<file path="src/rtl/save_state_pkg.sv">
// Purpose: shared state encoding, header layout and address packing for the save-state sequencer.
// Latency: n/a (definitions only).
// Backpressure: n/a.
package save_state_pkg;

  typedef enum logic [3:0] {
    IDLE,
    PAUSE,
    DELAY,
    HDR_REQ,
    HDR_WAIT,
    CORE_RD,
    DATA_REQ,
    DATA_WAIT,
    CORE_WR,
    FINISH,
    ABORT
  } ss_state_e;

  localparam logic [31:0] SS_MAGIC_DEFAULT = 32'h4E45_5353;

  // Header word layout: signature in the upper half, word count in the lower half.
  localparam int MAGIC_HI = 63;
  localparam int MAGIC_LO = 32;
  localparam int COUNT_HI = 31;
  localparam int COUNT_LO = 0;

  localparam int IDX_W     = 20;
  localparam int SS_ADDR_W = 26;
  localparam int TMO_W     = 24;

  // The controller addresses 32-bit halves, so a 64-bit word index lands at bit 1.
  function automatic logic [SS_ADDR_W-1:0] ss_addr_pack(input logic [IDX_W-1:0] word_idx);
    return {5'b0, word_idx, 1'b0};
  endfunction

endpackage

</file>
<file path="src/rtl/save_state_sequencer.sv">
// Purpose: pauses the core and streams its state words to/from the save-state controller behind a header word.
// Latency: first ss_req START_DELAY+1 cycles after core_paused is seen; one transaction in flight at a time.
// Backpressure: waits for ss_ack per request (bounded by ACK_TIMEOUT), waits on core_paused before starting.
// Ports: ss_save/ss_load triggers; ss_* word bus to the controller; core_* pause handshake and state port;
//        ss_busy spans the operation, ss_done pulses on success, ss_error is sticky until the next start.
module save_state_sequencer
  import save_state_pkg::*;
#(
  parameter int unsigned WORDS           = 256,
  parameter logic [31:0] MAGIC           = SS_MAGIC_DEFAULT,
  parameter int unsigned START_DELAY     = 8,
  parameter int unsigned CORE_RD_LATENCY = 2,
  parameter int unsigned ACK_TIMEOUT     = 1_000_000
) (
  input  logic                 clk_ppu_21_47,
  input  logic                 reset_n,
  input  logic                 ss_save,
  input  logic                 ss_load,
  output logic                 ss_req,
  output logic                 ss_rnw,
  output logic [SS_ADDR_W-1:0] ss_addr,
  output logic [63:0]          ss_dout,
  output logic [7:0]           ss_be,
  input  logic [63:0]          ss_din,
  input  logic                 ss_ack,
  output logic                 ss_busy,
  output logic                 core_pause_req,
  input  logic                 core_paused,
  output logic [IDX_W-1:0]     core_addr,
  output logic                 core_rd,
  input  logic [63:0]          core_rdata,
  output logic                 core_wr,
  output logic [63:0]          core_wdata,
  output logic                 ss_done,
  output logic                 ss_error
);

  localparam logic [IDX_W-1:0] LAST_IDX = IDX_W'(WORDS - 1);
  localparam logic [7:0]       DLY_INIT = 8'(START_DELAY);
  localparam logic [3:0]       LAT_INIT = 4'(CORE_RD_LATENCY);
  localparam logic [TMO_W-1:0] TMO_LAST = TMO_W'(ACK_TIMEOUT - 1);
  localparam logic [TMO_W-1:0] TMO_MAX  = '1;
  localparam logic [63:0]      HDR_WORD = {MAGIC, 32'(WORDS)};

  ss_state_e state_q, state_d;
  logic load_mode_q, load_mode_d;
  logic save_prev_q, load_prev_q;
  logic [IDX_W-1:0] idx_q, idx_d;
  logic [7:0] dly_q, dly_d;
  logic [3:0] lat_q, lat_d;
  logic [TMO_W-1:0] tmo_q, tmo_d;

  logic ss_req_q, ss_req_d, ss_rnw_q, ss_rnw_d;
  logic [SS_ADDR_W-1:0] ss_addr_q, ss_addr_d;
  logic [63:0] ss_dout_q, ss_dout_d, core_wdata_q, core_wdata_d;
  logic ss_busy_q, ss_busy_d, core_pause_req_q, core_pause_req_d;
  logic [IDX_W-1:0] core_addr_q, core_addr_d;
  logic core_rd_q, core_rd_d, core_wr_q, core_wr_d;
  logic ss_done_q, ss_done_d, ss_error_q, ss_error_d;

  logic save_rise, load_rise, hdr_ok, go_abort, go_finish;

  assign save_rise = ss_save & ~save_prev_q;
  assign load_rise = ss_load & ~load_prev_q;
  assign hdr_ok    = (ss_din[MAGIC_HI:MAGIC_LO] == MAGIC) && (ss_din[COUNT_HI:COUNT_LO] == 32'(WORDS));

  always_comb begin
    state_d          = state_q;
    load_mode_d      = load_mode_q;
    idx_d            = idx_q;
    dly_d            = dly_q;
    lat_d            = lat_q;
    tmo_d            = tmo_q;
    ss_req_d         = 1'b0;
    ss_rnw_d         = ss_rnw_q;
    ss_addr_d        = ss_addr_q;
    ss_dout_d        = ss_dout_q;
    ss_busy_d        = ss_busy_q;
    core_pause_req_d = core_pause_req_q;
    core_addr_d      = core_addr_q;
    core_rd_d        = 1'b0;
    core_wr_d        = 1'b0;
    core_wdata_d     = core_wdata_q;
    ss_done_d        = 1'b0;
    ss_error_d       = ss_error_q;
    go_abort         = 1'b0;
    go_finish        = 1'b0;

    // Pulse outputs are set on the transition into their state so that the
    // registered strobe lines up with the cycle the FSM sits in that state.
    unique case (state_q)
      IDLE: begin
        if (load_rise || save_rise) begin
          load_mode_d      = load_rise;
          idx_d            = '0;
          ss_error_d       = 1'b0;
          ss_busy_d        = 1'b1;
          core_pause_req_d = 1'b1;
          state_d          = PAUSE;
        end
      end
      PAUSE: begin
        if (core_paused) begin
          dly_d   = DLY_INIT;
          state_d = DELAY;
        end
      end
      DELAY: begin
        // Leaving at 1 rather than 0 absorbs the PAUSE->DELAY cycle.
        if (dly_q <= 8'd1) begin
          ss_req_d  = 1'b1;
          ss_rnw_d  = load_mode_q;
          ss_addr_d = ss_addr_pack('0);
          if (!load_mode_q) ss_dout_d = HDR_WORD;
          state_d   = HDR_REQ;
        end else begin
          dly_d = dly_q - 8'd1;
        end
      end
      HDR_REQ, DATA_REQ: begin
        tmo_d   = '0;
        state_d = (state_q == HDR_REQ) ? HDR_WAIT : DATA_WAIT;
      end
      HDR_WAIT: begin
        if (ss_ack) begin
          if (!load_mode_q) begin
            core_rd_d   = 1'b1;
            core_addr_d = idx_q;
            lat_d       = LAT_INIT;
            state_d     = CORE_RD;
          end else if (hdr_ok) begin
            ss_req_d  = 1'b1;
            ss_rnw_d  = 1'b1;
            ss_addr_d = ss_addr_pack(idx_q + IDX_W'(1));
            state_d   = DATA_REQ;
          end else begin
            go_abort = 1'b1;
          end
        end else if (tmo_q >= TMO_LAST) begin
          go_abort = 1'b1;
        end else if (tmo_q != TMO_MAX) begin
          tmo_d = tmo_q + TMO_W'(1);
        end
      end
      CORE_RD: begin
        if (lat_q == 4'd0) begin
          ss_dout_d = core_rdata;
          ss_req_d  = 1'b1;
          ss_rnw_d  = 1'b0;
          ss_addr_d = ss_addr_pack(idx_q + IDX_W'(1));
          state_d   = DATA_REQ;
        end else begin
          lat_d = lat_q - 4'd1;
        end
      end
      DATA_WAIT: begin
        if (ss_ack) begin
          if (!load_mode_q) begin
            if (idx_q == LAST_IDX) begin
              go_finish = 1'b1;
            end else begin
              idx_d       = idx_q + IDX_W'(1);
              core_rd_d   = 1'b1;
              core_addr_d = idx_q + IDX_W'(1);
              lat_d       = LAT_INIT;
              state_d     = CORE_RD;
            end
          end else begin
            core_wdata_d = ss_din;
            core_wr_d    = 1'b1;
            core_addr_d  = idx_q;
            // Busy tracks the bus: it drops one cycle after the last ack even
            // though the final core write and release are still to come.
            if (idx_q == LAST_IDX) ss_busy_d = 1'b0;
            state_d      = CORE_WR;
          end
        end else if (tmo_q >= TMO_LAST) begin
          go_abort = 1'b1;
        end else if (tmo_q != TMO_MAX) begin
          tmo_d = tmo_q + TMO_W'(1);
        end
      end
      CORE_WR: begin
        if (idx_q == LAST_IDX) begin
          go_finish = 1'b1;
        end else begin
          idx_d     = idx_q + IDX_W'(1);
          ss_req_d  = 1'b1;
          ss_rnw_d  = 1'b1;
          ss_addr_d = ss_addr_pack(idx_q + IDX_W'(2));
          state_d   = DATA_REQ;
        end
      end
      FINISH, ABORT: state_d = IDLE;
      default:       state_d = IDLE;
    endcase

    if (go_abort) begin
      ss_error_d       = 1'b1;
      ss_busy_d        = 1'b0;
      core_pause_req_d = 1'b0;
      state_d          = ABORT;
    end
    if (go_finish) begin
      ss_done_d        = 1'b1;
      ss_busy_d        = 1'b0;
      core_pause_req_d = 1'b0;
      state_d          = FINISH;
    end
  end

  always_ff @(posedge clk_ppu_21_47 or negedge reset_n) begin
    if (!reset_n) begin
      state_q          <= IDLE;
      load_mode_q      <= 1'b0;
      save_prev_q      <= 1'b0;
      load_prev_q      <= 1'b0;
      idx_q            <= '0;
      dly_q            <= '0;
      lat_q            <= '0;
      tmo_q            <= '0;
      ss_req_q         <= 1'b0;
      ss_rnw_q         <= 1'b0;
      ss_addr_q        <= '0;
      ss_dout_q        <= '0;
      ss_busy_q        <= 1'b0;
      core_pause_req_q <= 1'b0;
      core_addr_q      <= '0;
      core_rd_q        <= 1'b0;
      core_wr_q        <= 1'b0;
      core_wdata_q     <= '0;
      ss_done_q        <= 1'b0;
      ss_error_q       <= 1'b0;
    end else begin
      state_q          <= state_d;
      load_mode_q      <= load_mode_d;
      save_prev_q      <= ss_save;
      load_prev_q      <= ss_load;
      idx_q            <= idx_d;
      dly_q            <= dly_d;
      lat_q            <= lat_d;
      tmo_q            <= tmo_d;
      ss_req_q         <= ss_req_d;
      ss_rnw_q         <= ss_rnw_d;
      ss_addr_q        <= ss_addr_d;
      ss_dout_q        <= ss_dout_d;
      ss_busy_q        <= ss_busy_d;
      core_pause_req_q <= core_pause_req_d;
      core_addr_q      <= core_addr_d;
      core_rd_q        <= core_rd_d;
      core_wr_q        <= core_wr_d;
      core_wdata_q     <= core_wdata_d;
      ss_done_q        <= ss_done_d;
      ss_error_q       <= ss_error_d;
    end
  end

  assign ss_req         = ss_req_q;
  assign ss_rnw         = ss_rnw_q;
  assign ss_addr        = ss_addr_q;
  assign ss_dout        = ss_dout_q;
  assign ss_be          = 8'hFF;
  assign ss_busy        = ss_busy_q;
  assign core_pause_req = core_pause_req_q;
  assign core_addr      = core_addr_q;
  assign core_rd        = core_rd_q;
  assign core_wr        = core_wr_q;
  assign core_wdata     = core_wdata_q;
  assign ss_done        = ss_done_q;
  assign ss_error       = ss_error_q;

endmodule

</file>
<file path="config.mk">
export PLATFORM = sky130hd
export DESIGN_NAME = save_state_sequencer
export DESIGN_NICKNAME = d
export VERILOG_FILES = /design/src/rtl/save_state_pkg.sv /design/src/rtl/save_state_sequencer.sv
export SDC_FILE = /design/constraint.sdc
export NUM_CORES = 1
export LEC_CHECK = 0
export CAP_MARGIN = 20
export CORE_ASPECT_RATIO = 0.5
export CORE_MARGIN = 2
export CORE_UTILIZATION = 48
export DETAILED_ROUTE_END_ITERATION = 10
export PLACE_DENSITY = 0.85
export SYNTH_ARGS = -nofsm -noshare
export SYNTH_HDL_FRONTEND = slang
export SYNTH_SLANG_ARGS = --single-unit
</file>
<file path="constraint.sdc">
create_clock -name clk_ppu_21_47 -period 3.3 [get_ports clk_ppu_21_47]
set_clock_uncertainty 0.2 [all_clocks]
set_input_delay 0.33 -clock clk_ppu_21_47 [delete_from_list [all_inputs] [get_ports clk_ppu_21_47]]
set_output_delay 0.33 -clock clk_ppu_21_47 [all_outputs]
set_load 0.005 [all_outputs]
</file>
==> Yosys cells after proc, flatten, opt, wreduce, memory -nomap -nowiden <==
Cells that the tools add are included.
{ "totals": {"register_bits": 245, "wordCells": 201, "input_bits": 134, "out_inout_bits": 190} }
{ "op_classes": {"mux": 97, "bitwise_logic": 4, "n_addsub": 5, "n_reduce_logical": 31, "magnitude_cmp": 2, "n_eq_ne": 42} }
{ "ops": {"columns": ["operator", "n"], "rows": [
  ["64-bit 2-to-1 mux", 3],
  ["20-bit 2-to-1 mux", 9],
  ["26-bit 2-to-1 mux", 6],
  ["64-bit case mux with 2 select lines", 1],
  ["26-bit case mux with 4 select lines", 1],
  ["4-bit 2-to-1 mux", 19],
  ["24-bit 2-to-1 mux", 3],
  ["20-bit case mux with 3 select lines", 1],
  ["24-bit case mux with 2 select lines", 1],
  ["1-bit 2-to-1 mux", 40],
  ["20-bit case mux with 2 select lines", 1],
  ["4-bit != test (second input constant)", 9],
  ["2-bit != test (second input constant)", 17],
  ["32-bit by 31-bit == test with 1-bit output (second input constant)", 1],
  ["32-bit by 9-bit == test with 1-bit output (second input constant)", 1],
  ["4-bit case mux with 8 select lines", 1],
  ["24-bit by 1-bit adder with 24-bit output (second input constant)", 1],
  ["24-bit by 20-bit greater-or-equal comparator with 1-bit output (second input constant)", 1],
  ["24-bit != test (second input constant)", 1],
  ["20-bit by 1-bit adder with 20-bit output (second input constant)", 1],
  ["20-bit by 2-bit adder with 20-bit output (second input constant)", 1],
  ["20-bit by 8-bit == test with 1-bit output (second input constant)", 1],
  ["4-bit by 3-bit == test with 1-bit output (second input constant)", 4],
  ["8-bit 2-to-1 mux", 2],
  ["other kinds (29)", 55]
]} }

==> Logic depth before layout (Yosys ltp) <==
Gate-level depths: netlist of run 1.
{ "depth": {"depth_word": 8, "ltp_mapped": 10} }

==> Worst setup path before layout of run 1 <==
OpenSTA, ideal clock, no wires.
{ "synth_timing": {"path_kind": "register to register", "from": "register idx_q[1]", "to": "register ss_addr_q[15] (netlist: ss_addr[15])", "synth_period_minus_slack_ns": 2.549, "slack_ns": 0.751, "arrival_time_ns": 2.225, "stages_incl_launch_ff": 9, "path_cell_list": "dfrtp_1 ha_1 nand3_1 or2_1 clkbuf_1 nor2_1 o2111ai_1 buf_4 mux2_2"} }
{ "synth_via": {"elab_chain_cells": 5} }
{ "synth_rtl": {"columns": ["element", "line_no", "rtl"], "rows": [
  ["start, declared", "save_state_sequencer.sv:48", "logic [IDX_W-1:0] idx_q, idx_d;"],
  ["start signal, assigned", "save_state_sequencer.sv:239", "idx_q <= idx_d;"],
  ["20-bit by 1-bit adder with 20-bit output", "save_state_sequencer.sv:134, save_state_sequencer.sv:150", null],
  ["26-bit 2-to-1 mux", "save_state_sequencer.sv:131", "end else if (hdr_ok) begin"],
  ["26-bit 2-to-1 mux", "save_state_sequencer.sv:126", "if (!load_mode_q) begin"],
  ["26-bit 2-to-1 mux", "save_state_sequencer.sv:125", "if (ss_ack) begin"],
  ["26-bit case mux with 4 select lines", "save_state_sequencer.sv:91", "unique case (state_q)"],
  ["end signal, assigned", "save_state_sequencer.sv:245", "ss_addr_q <= ss_addr_d;"],
  ["end, declared", "save_state_sequencer.sv:54", "logic [SS_ADDR_W-1:0] ss_addr_q, ss_addr_d;"]
]} }
Parallel ways exist; a longest one is shown, timed or not. The select of a mux whose other input is x is not followed.
A chain may end at the register's enable or synchronous reset.

==> Worst setup path after layout of run 1 <==
{ "layout_timing": {"from": "input port ss_din[35]", "to": "register ss_addr_q[12] (netlist: ss_addr[12])"} }
{ "layout_via": {"elab_chain_cells": 4} }
{ "layout_rtl": {"columns": ["element", "line_no", "rtl"], "rows": [
  ["start, declared", "save_state_sequencer.sv:24", "input logic [63:0] ss_din,"],
  ["32-bit by 31-bit == test with 1-bit output", "save_state_sequencer.sv:65", "assign hdr_ok = (ss_din[MAGIC_HI:MAGIC_LO] == MAGIC) && (ss_din[COUNT_HI:COUNT_LO] == 32'(WORDS));"],
  ["1-bit logical AND", "save_state_sequencer.sv:65", null],
  ["2-bit != test (no source line)", null, null],
  ["7-bit AND reduction (no source line)", null, null]
]} }
Every way passes these cells.

==> results of run 1 <==
routing by layer:
layer | track usage, % | vias to the layer above | share of wire [%]
met5 | 0 | - | 0
li1 | - | 4607 | -
met2 | 46.35 | 427 | 50
met4 | 9.640 | 0 | 3.6
met3 | 5.090 | 95 | 6.6
met1 | 32.80 | 4871 | 39
final timing paths:
check	from	end	slack (ps)
hold reg to reg	ss_dout[15]$_DFFE_PN0P_	ss_dout[15]$_DFFE_PN0P_	270
setup / recovery	ss_din[35]	ss_addr[12]$_DFFE_PN0P_	340
min in group asynchronous	reset_n	core_addr[2]$_DFFE_PN0P_	210
setup reg to reg	idx_q[1]$_DFFE_PN0P_	ss_addr[12]$_DFFE_PN0P_	340
max in group asynchronous	reset_n	core_wdata[16]$_DFFE_PN0P_	1890
hold / removal	ss_load	load_prev_q$_DFF_PN0_	80
layout make-up:
type | count | area, um^2
diodes | 1 | 2.502
clock buffers | 32 | 649.4
clock inverters | 8 | 108.9
fillers | 1708 | 7453
inverters | 20 | 75.07
multi-input cells | 817 | 4956
flip-flops and latches | 239 | 5981
well taps | 307 | 384.1
repair buffers | 345 | 3471
synth_stat cells (5+ instances only):
cell and number:
or3_1 7, o21a_1 5, o31ai_1 9, a22o_1 6
clkbuf_1 49, buf_4 16, dfrtp_1 239, o21ai_0 62
nand3_1 78, buf_1 7, and2_1 15, nor4_1 15
nand2_1 151, and3_1 18, nand2b_1 8, nand4_1 14
ha_1 7, buf_2 12, a311oi_1 11, nor4b_1 6
a21oi_1 68, buf_6 6, xnor2_1 10, mux2_2 81
nor2_1 107, xor2_1 25, nor3_1 30, mux2i_1 6
inv_1 20
registers in the layout, indices dropped and copies added, names as in the netlist:
| register | count |
|---|---|
| ss_error | 1 |
| load_prev_q | 1 |
| ss_dout | 64 |
| tmo_q | 24 |
| core_pause_req | 1 |
| core_rd | 1 |
| ss_rnw | 1 |
| dly_q | 8 |
| core_wdata | 64 |
| core_addr | 20 |
| lat_q | 4 |
| load_mode_q | 1 |
| ss_addr | 20 |
| ss_busy | 1 |
| save_prev_q | 1 |
| ss_req | 1 |
| idx_q | 20 |
| core_wr | 1 |
| state_q | 4 |
| ss_done | 1 |
critical path, cell delays in order:
cell and delay (ps):
clkdlybuf4s50_1 420, nor4b_1 460, nand4_1 230, nor4_1 640, buf_4 250, nand3_1 110
o2111ai_2 200, buf_12 190, mux2_2 340
metrics by stage:
step                cells  util (%)  hold WS (ps)  area, um^2  power, mW
global route         1769     67.71         70.43       15630      13.44
detailed placement   1727     64.37         223.6       14860      9.987
finish               1769     67.71         75.09       15630      12.72
CTS                  1768     67.70         59.71       15630      12.77
global placement     1727     64.37         211.3       14860      9.755
floorplan            1166         -        -165.6       11450      6.951
power groups by stage:
stage | sequential [mW] | combinational [mW] | clock, mW
floorplan | 4.67 | 2.29 | 0
global placement | 4.71 | 5.04 | 0
detailed placement | 4.77 | 5.21 | 0
CTS | 4.74 | 5.26 | 2.76
global route | 4.88 | 5.67 | 2.89
finish | 4.75 | 5.25 | 2.72
logic make-up after synthesis:
group / count (synthesis) / synth area share [%]
adder cells (fa/ha/maj): 7 / 0.7681
multiplexers: 87 / 8.526
flip-flops: 239 / 52.45
buffers and inverters: 110 / 4.675
AND/OR/NAND/NOR: 476 / 20.10
AO/OA/AOI/OAI: 198 / 10.72
other: 2 / 0.06586
XOR/XNOR: 35 / 2.688
repair_timing:
item,4_1_cts,5_1_grt
hold endpoints to repair,93,0
endpoints found under the setup margin,0,0
hold buffers,1,0
==> key figures, run 1 <==
Power and ir drop
  – P_int: 8.360 mW
  – Clock power frac: 21.4%
  – Power per cell area: 813.7 mW/mm^2
  – Logic pwr share: 41.3%
  – Switching share of total power: 34.26%
  – Part of the power in registers: 37.3%
  – Static leakage: 6.780 nW
  – Psw: 4.357 mW
  – Maximum vdd drop: 531.1 uV

Synthesis
  – Synth area leader: dfrtp_1
  – Number of synthesized flops with an enable pin: 0
  – Netlist cell types: 71
  – Sequential area share after synthesis: 52.45%
  – Top_reg_cell synth: dfrtp_1
  – Netlist Area Pre-Place: 0.01140 mm^2
  – Post-synthesis register bit count: 239
  – Asr flop ratio synth: 100.0%
  – Synth warn: 0
  – Post-Synthesis Cells: 1,154
  – Post-synth top area share: 52.45%
  – Synth area leaders: dfrtp_1, mux2_2, nand2_1
  – Syn avg cell area: 9.881 um^2

Timing
  – Minimum clock period: 2964 ps
  – Setup slack after layout: 335.9 ps
  – Hold Vio Cnt, Final: 0
  – Worst slew pin tran: 994.5 ps
  – Slew Limit Fails: 0
  – Setup violations, final: 0
  – Slew margin rel.: 33.70%
  – Setup TNS: 0 ps
  – RSZ-0062 raised after global routing: false
  – F_max: 337.4 MHz
  – Period utilisation layout: 89.82%

Cells and area
  – Area growth syn-to-layout: 37.06%
  – Most frequent cells in the layout: clkdlybuf4s50_1, dfrtp_1, nand2_1
  – Most common cell after layout, fill and taps aside: clkdlybuf4s50_1
  – Share of layout cells above drive strength 1: 11.43%
  – NumNets Final: 1,587

Die
  – Chip width: 222.0 um
  – FP Rows: 39
  – I/O Pins: 324
  – Die Ht: 113.0 um
  – CORE AREA: 0.02308 mm^2
  – Starting density of the core: 49.40%
  – Total die area: 0.02508 mm^2

Detailed routing
  – Final WL: 33.51 mm
  – Routed len/inst: 18.94 um
  – Vias per inst: 5.653
  – Final ANT Viol Nets: 0
  – Post-route DRC: 0
  – Number of DRC markers in iteration 0: 878
  – Vias: 10,000
  – 1st-pass router iterations: 6

Global route
  – Initial antenna violation count: 2
  – Gr ovfl total: 0
  – Vias in the first global route: 10,100
  – Largest net degree at the start of global routing: 98
  – Total GRT Usage: 26.37%
  – First-pass GRT wire length: 53.27 mm

Placement
  – Final HPWL DP: 24.20 mm
  – Setup WS pre-CTS: 35.71 ps
  – Routability Congestion: 0.9487
  – Port-buffer cells: 309

Hold path
  – Worst hold stages: 1
  – Worst Hold Class: in2reg

Clock tree
  – Clk sinks: 239
  – Total CTS buffers: 23
  – H-tree levels: 1
  – Clk Latency, worst-skew pair: 540 ps
  – # resized after CTS: 0
  – Setup bufs post-CTS: 0
  – Clock-pin slew on the worst setup and hold paths: 70 ps
  – CTS Root Cell: clkbuf_16
  – CTS max path bufs: 3
  – CTS tree: done

Critical path
  – Crit path arrival time: 3190 ps
  – Maximum fanout along the worst path: 10
  – Setup Crit Path Kind: in2reg
  – Worst r2r path cells: 7
  – Startpoint Class: input pin
  – Critical Path End Type: register
  – Critical Path RT: 3520 ps

Flow run
  – Max_cap viols: 0

Status
  – Run status: finished clean
No activity file was read; power rests on OpenSTA's default activity.
==> inputs of run 2 (changes only) <==
CORE_MARGIN = unset   (was 2)
CTS_BUF_LIST = sky130_fd_sc_hd__clkbuf_4 sky130_fd_sc_hd__clkbuf_8 sky130_fd_sc_hd__clkbuf_16   (was unset)
clock period = 3.8 ns   (was 3.3 ns; I/O delays follow)
==> run 2 against run 1 <==
Compared with the run above:
- the flow now finishes with violations (DRC)
- final cell count down 0.96%
- sequential share of layout area up 0.55 points
- flip-flop and latch count unchanged
- clock power down 19%
- count of clock-buffer cells in the layout up 2
- worst setup slack better by 410 ps
- first-iteration DRC count up 0.68%
- wire length down 2.0%
- critical path depth down 3
==> key figures, run 2 (same netlist as run 1, synthesis figures left out) <==
Status
  – Run status: finished, violations left
  – Violated checks: DRC

Die
  – Die Ht: 111.0 um
  – CORE AREA: 0.02308 mm^2
  – I/O Pins: 324
  – Chip width: 220.0 um
  – Starting density of the core: 49.40%
  – FP Rows: 39
  – Total die area: 0.02441 mm^2

Cells and area
  – Most common cell after layout, fill and taps aside: clkdlybuf4s50_1
  – Area growth syn-to-layout: 35.13%
  – NumNets Final: 1,575
  – Number of diodes: 0
  – Core Util, Final: 66.75%
  – Most frequent cells in the layout: clkdlybuf4s50_1, dfrtp_1, nand2_1
  – Share of layout cells above drive strength 1: 10.80%

Critical path
  – Startpoint Class: register
  – Maximum fanout along the worst path: 20
  – Critical Path End Type: register
  – Critical Path RT: 4040 ps
  – Setup Crit Path Kind: reg2reg
  – Crit path arrival time: 3300 ps

Global route
  – Routing usage on met2: 45.16%
  – GR Util met3: 5.734%
  – Initial antenna violation count: 1
  – First-pass GRT wire length: 52.72 mm
  – Largest net degree at the start of global routing: 106
  – Busiest grt layer: met2
  – Total GRT Usage: 27.06%
  – Vias in the first global route: 9,879
  – GR Layer Usage met1: 35.23%
  – Gr ovfl total: 0

Power and ir drop
  – Power per cell area: 701.1 mW/mm^2
  – Static leakage: 6.679 nW
  – Maximum vdd drop: 400.1 uV
  – Power, Total: 10.80 mW

Clock tree
  – H-tree levels: 1
  – # resized after CTS: 0
  – Clock-pin slew on the worst setup and hold paths: 70 ps
  – CTS Root Cell: clkbuf_16
  – CTS tree: done
  – CTS max path bufs: 3
  – Clk sinks: 239
  – Setup bufs post-CTS: 0
  – Clk Latency, worst-skew pair: 530 ps
  – Hold-fix buffers at CTS: 1
  – Total CTS buffers: 23

Hold path
  – Worst Hold Class: in2reg

Flow run
  – Max_cap viols: 0

Timing
  – Hold Vio Cnt, Final: 0
  – RSZ-0062 raised after global routing: false
  – Minimum clock period: 3052 ps
  – Slew margin rel.: 31.47%
  – Slew Limit Fails: 0
  – Worst slew pin tran: 1028 ps
  – Setup TNS: 0 ps
  – F_max: 327.6 MHz
  – Setup violations, final: 0
  – Period utilisation layout: 80.32%

Detailed routing
  – Vias: 10,000
  – Vias per inst: 5.710
  – Final WL: 32.82 mm
  – Routed len/inst: 18.73 um
  – Number of DRC markers in iteration 0: 884
  – 1st-pass router iterations: 8
  – Post-route DRC: 9
  – Final ANT Viol Nets: 0

Placement
  – Port-buffer cells: 309
  – Final HPWL DP: 23.41 mm
  – Routability Congestion: 0.9657
==> run 2: cell types whose count changed in the layout (fill, tap and decap cells not counted), sizes merged <==
| cell | change |
|---|---|
| bufinv | -2 |
| diode | -1 |
| buf | -12 |
| inv | -2 |
| clkinv | -2 |
| clkbuf | +2 |
==> run 2: where the power goes <==
group	internal, mW	leakage [nW]	switching, mW
Sequential	3.46	3.04	0.649
Clock	1.23	0.352	0.953
Combinational	2.42	3.29	2.08
==> run 2: path summary, 6_finish.rpt <==
check | depth (start not counted) | startpoint | slack [ps] | to
worst min-delay path | 1 | ss_load | 140 | load_prev_q$_DFF_PN0_
worst max register to register | 6 | state_q[2]$_DFFE_PN0P_ | 750 | idx_q[11]$_DFFE_PN0P_
max in group asynchronous | 3 | reset_n | 2250 | ss_dout[43]$_DFFE_PN0P_
worst min register to register | 2 | ss_dout[15]$_DFFE_PN0P_ | 260 | ss_dout[15]$_DFFE_PN0P_
worst max-delay path | 6 | state_q[2]$_DFFE_PN0P_ | 750 | idx_q[11]$_DFFE_PN0P_
min in group asynchronous | 2 | reset_n | 270 | core_wr$_DFF_PN0_
==> run 2: final cells by class <==
class	count	area (um^2)
fill	1748	7674
clock inverter	2	10.01
inverter	20	75.07
clock buffer	34	683.2
tap	307	384.1
timing repair buffer	333	3318
multi-input combinational	817	4956
sequential	239	5981
==> run 2: worst max-delay path: stages, from the launching register on <==
cell and delay [ps]:
dfrtp_1 610, or4b_2 890, o21ai_0 260, o21ai_0 260, nor2_1 470, nand2_1 120
o21ai_0 160
==> run 2: metrics by stage <==
step | setup WS, ps | instances | hold slack [ps] | instance area [um^2]
floorplan | 1251 | 1166 | -115.6 | 11450
global placement | 533.4 | 1715 | 250.3 | 14700
detailed placement | 460.9 | 1715 | 254.2 | 14700
CTS | 797.1 | 1752 | 123.2 | 15410
global route | 556.5 | 1752 | 119.2 | 15410
finish | 747.8 | 1752 | 137.6 | 15410
==> run 2: metal layers <==
layer  share of wire, %  routed length, um
met1                 40              13210
met2                 50              16500
met3                6.8               2217
met4                2.7                881
met5              0.040                 13
==> inputs of run 3 (changes only) <==
CORE_UTILIZATION = 44   (was 48)
PLACE_DENSITY = 0.83   (was 0.85)
clock period = 2.6 ns   (was 3.8 ns; I/O delays follow)
==> run 3 against run 2 <==
Compared with the run above:
- worst hold slack got worse by 110 ps
- sequential power rose by 44%
- flip-flop and latch count did not move
- wire length rose by 3.9%
- sequential share of layout area fell by 1.6 points
- largest cell class unchanged
- die area rose by 9.0%
- count of clock-buffer cells in the layout fell by 1
- the flow now finishes without violations
==> key figures, run 3 (same netlist as run 1, synthesis figures left out) <==
Die
  – FP Rows: 41
  – Starting density of the core: 44.99%
  – CORE AREA: 0.02534 mm^2
  – Die Ht: 115.8 um
  – Total die area: 0.02660 mm^2
  – I/O Pins: 324
  – Chip width: 229.7 um

Hold path
  – Worst Hold Class: in2reg
  – Worst hold stages: 1

Cells and area
  – Filler instances: 2,042
  – Most frequent cells in the layout: clkdlybuf4s50_1, dfrtp_1, nand2_1
  – Core Util, Final: 63.50%
  – Most common cell after layout, fill and taps aside: clkdlybuf4s50_1
  – Final cell count without fillers: 1,848
  – NumNets Final: 1,628
  – Share of layout cells above drive strength 1: 14.57%
  – Area growth syn-to-layout: 41.14%

Timing
  – Hold Slack: 28.01 ps
  – Minimum clock period: 2542 ps
  – F_max: 393.4 MHz
  – RSZ-0062 raised after global routing: true
  – Slew Limit Fails: 0
  – Hold Vio Cnt, Final: 0
  – Slew margin rel.: 48.86%
  – Setup TNS: 0 ps
  – Setup violations, final: 0
  – Worst slew pin tran: 764.3 ps
  – Period utilisation layout: 97.78%

Detailed routing
  – Vias: 10,060
  – Vias per inst: 5.445
  – Final WL: 34.11 mm
  – Routed len/inst: 18.46 um
  – 1st-pass router iterations: 5
  – Number of DRC markers in iteration 0: 911
  – Final ANT Viol Nets: 0
  – Post-route DRC: 0

Global route
  – Gr ovfl total: 0
  – First-pass GRT wire length: 53.53 mm
  – Vias in the first global route: 9,945
  – Largest net degree at the start of global routing: 66
  – Total GRT Usage: 25.37%
  – Initial antenna violation count: 1

Clock tree
  – CTS max path bufs: 3
  – CTS tree: done
  – Clk sinks: 239
  – Clk Latency, worst-skew pair: 530 ps
  – Total CTS buffers: 23
  – CTS Root Cell: clkbuf_16
  – Clock-pin slew on the worst setup and hold paths: 70 ps
  – H-tree levels: 1
  – Setup bufs post-CTS: 0

Placement
  – Final HPWL DP: 25.01 mm
  – Routability Congestion: 0.9383
  – Placed cell count: 1,804
  – Port-buffer cells: 309

Status
  – Run status: finished clean

Power and ir drop
  – P_int: 10.96 mW
  – Logic pwr share: 42.1%
  – Clock power frac: 22.0%
  – Maximum vdd drop: 557.6 uV
  – Power per cell area: 1022 mW/mm^2
  – Part of the power in registers: 35.8%
  – Static leakage: 7.026 nW
  – Switching share of total power: 33.37%
  – Psw: 5.490 mW

Flow run
  – Max_cap viols: 0

Critical path
  – Worst r2r path cells: 7
  – Maximum fanout along the worst path: 64
  – Critical Path End Type: register
  – Crit path arrival time: 2790 ps
  – Startpoint Class: register
  – Setup Crit Path Kind: reg2reg
  – Critical Path RT: 2850 ps
-- run 3: changes by cell type in the layout (fill, tap and decap cells not counted), sizes merged --
cell / previous run / this run
dlygate4sd3: 1 / 2
inv: 20 / 21
diode: 0 / 1
clkbuf: 34 / 33
clkinv: 2 / 3
bufinv: 0 / 3
clkinvlp: 0 / 1
buf: 24 / 76
-- run 3: critical path, cell delays in order, from the launching register on --
cell	delay, ps
dfrtp_1	420
or4_4	590
nor4_4	270
nand2_2	150
o31ai_4	230
buf_12	310
nand3_1	190
nand2_1	110
-- run 3: final timing paths --
path | startpoint | to | slack [ps]
setup / recovery | dly_q[4]$_DFFE_PN0P_ | ss_dout[29]$_DFFE_PN0P_ | 60
hold reg to reg | ss_dout[53]$_DFFE_PN0P_ | ss_dout[53]$_DFFE_PN0P_ | 270
min in group asynchronous | reset_n | ss_addr[18]$_DFFE_PN0P_ | 70
hold / removal | ss_save | save_prev_q$_DFF_PN0_ | 30
setup reg to reg | dly_q[4]$_DFFE_PN0P_ | ss_dout[29]$_DFFE_PN0P_ | 60
max in group asynchronous | reset_n | core_wdata[43]$_DFFE_PN0P_ | 1390
-- run 3: layout make-up --
| class | count | area (um^2) | area share (%) |
|---|---|---|---|
| flip-flops and latches | 239 | 5982 | 37.17 |
| multi-input cells | 817 | 4981 | 30.95 |
| repair buffers | 386 | 3806 | 23.65 |
| clock buffers | 33 | 694.4 | 4.315 |
| well taps | 344 | 430.4 | 2.675 |
| clock inverters | 8 | 121.4 | 0.7542 |
| inverters | 20 | 75.07 | 0.4665 |
| diodes | 1 | 2.502 | 0.01555 |
-- run 3: power by group through the flow --
stage	combinational [mW]	clock [mW]	sequential, mW
finish	6.93	3.63	5.90
global route	7.48	3.85	6.06
CTS	6.94	3.69	5.90
detailed placement	6.90	0	5.94
global placement	6.73	0	5.86
floorplan	2.90	0	5.92
-- run 3: stage by stage --
step | total power, mW | setup WS, ps | cell area (um^2)
2_1_floorplan | 8.823 | 50.70 | 11450
3_3_place_gp | 12.59 | -461.2 | 15230
3_5_place_dp | 12.83 | -624.5 | 15230
4_1_cts | 16.52 | 3.115 | 16070
5_1_grt | 17.39 | -53.45 | 16090
6_report | 16.45 | 57.79 | 16090
-- run 3: what timing repair did --
action                     in CTS  in global routing
hold endpoints to repair      238                  0
hold buffers                    2                  0
setup endpoints to repair      17                 74
gates cloned                    0                  0
resized for setup               1                  7
pin swaps                       0                  0
-- run 3: routing by layer --
| layer | global-route usage [%] | part of all wire, % | vias up |
|---|---|---|---|
| li1 | - | - | 4692 |
| met1 | 32.13 | 41 | 4940 |
| met2 | 45.22 | 51 | 351 |
| met3 | 3.937 | 4.9 | 79 |
| met4 | 7.956 | 3.1 | 0 |
| met5 | 0 | 0 | - |
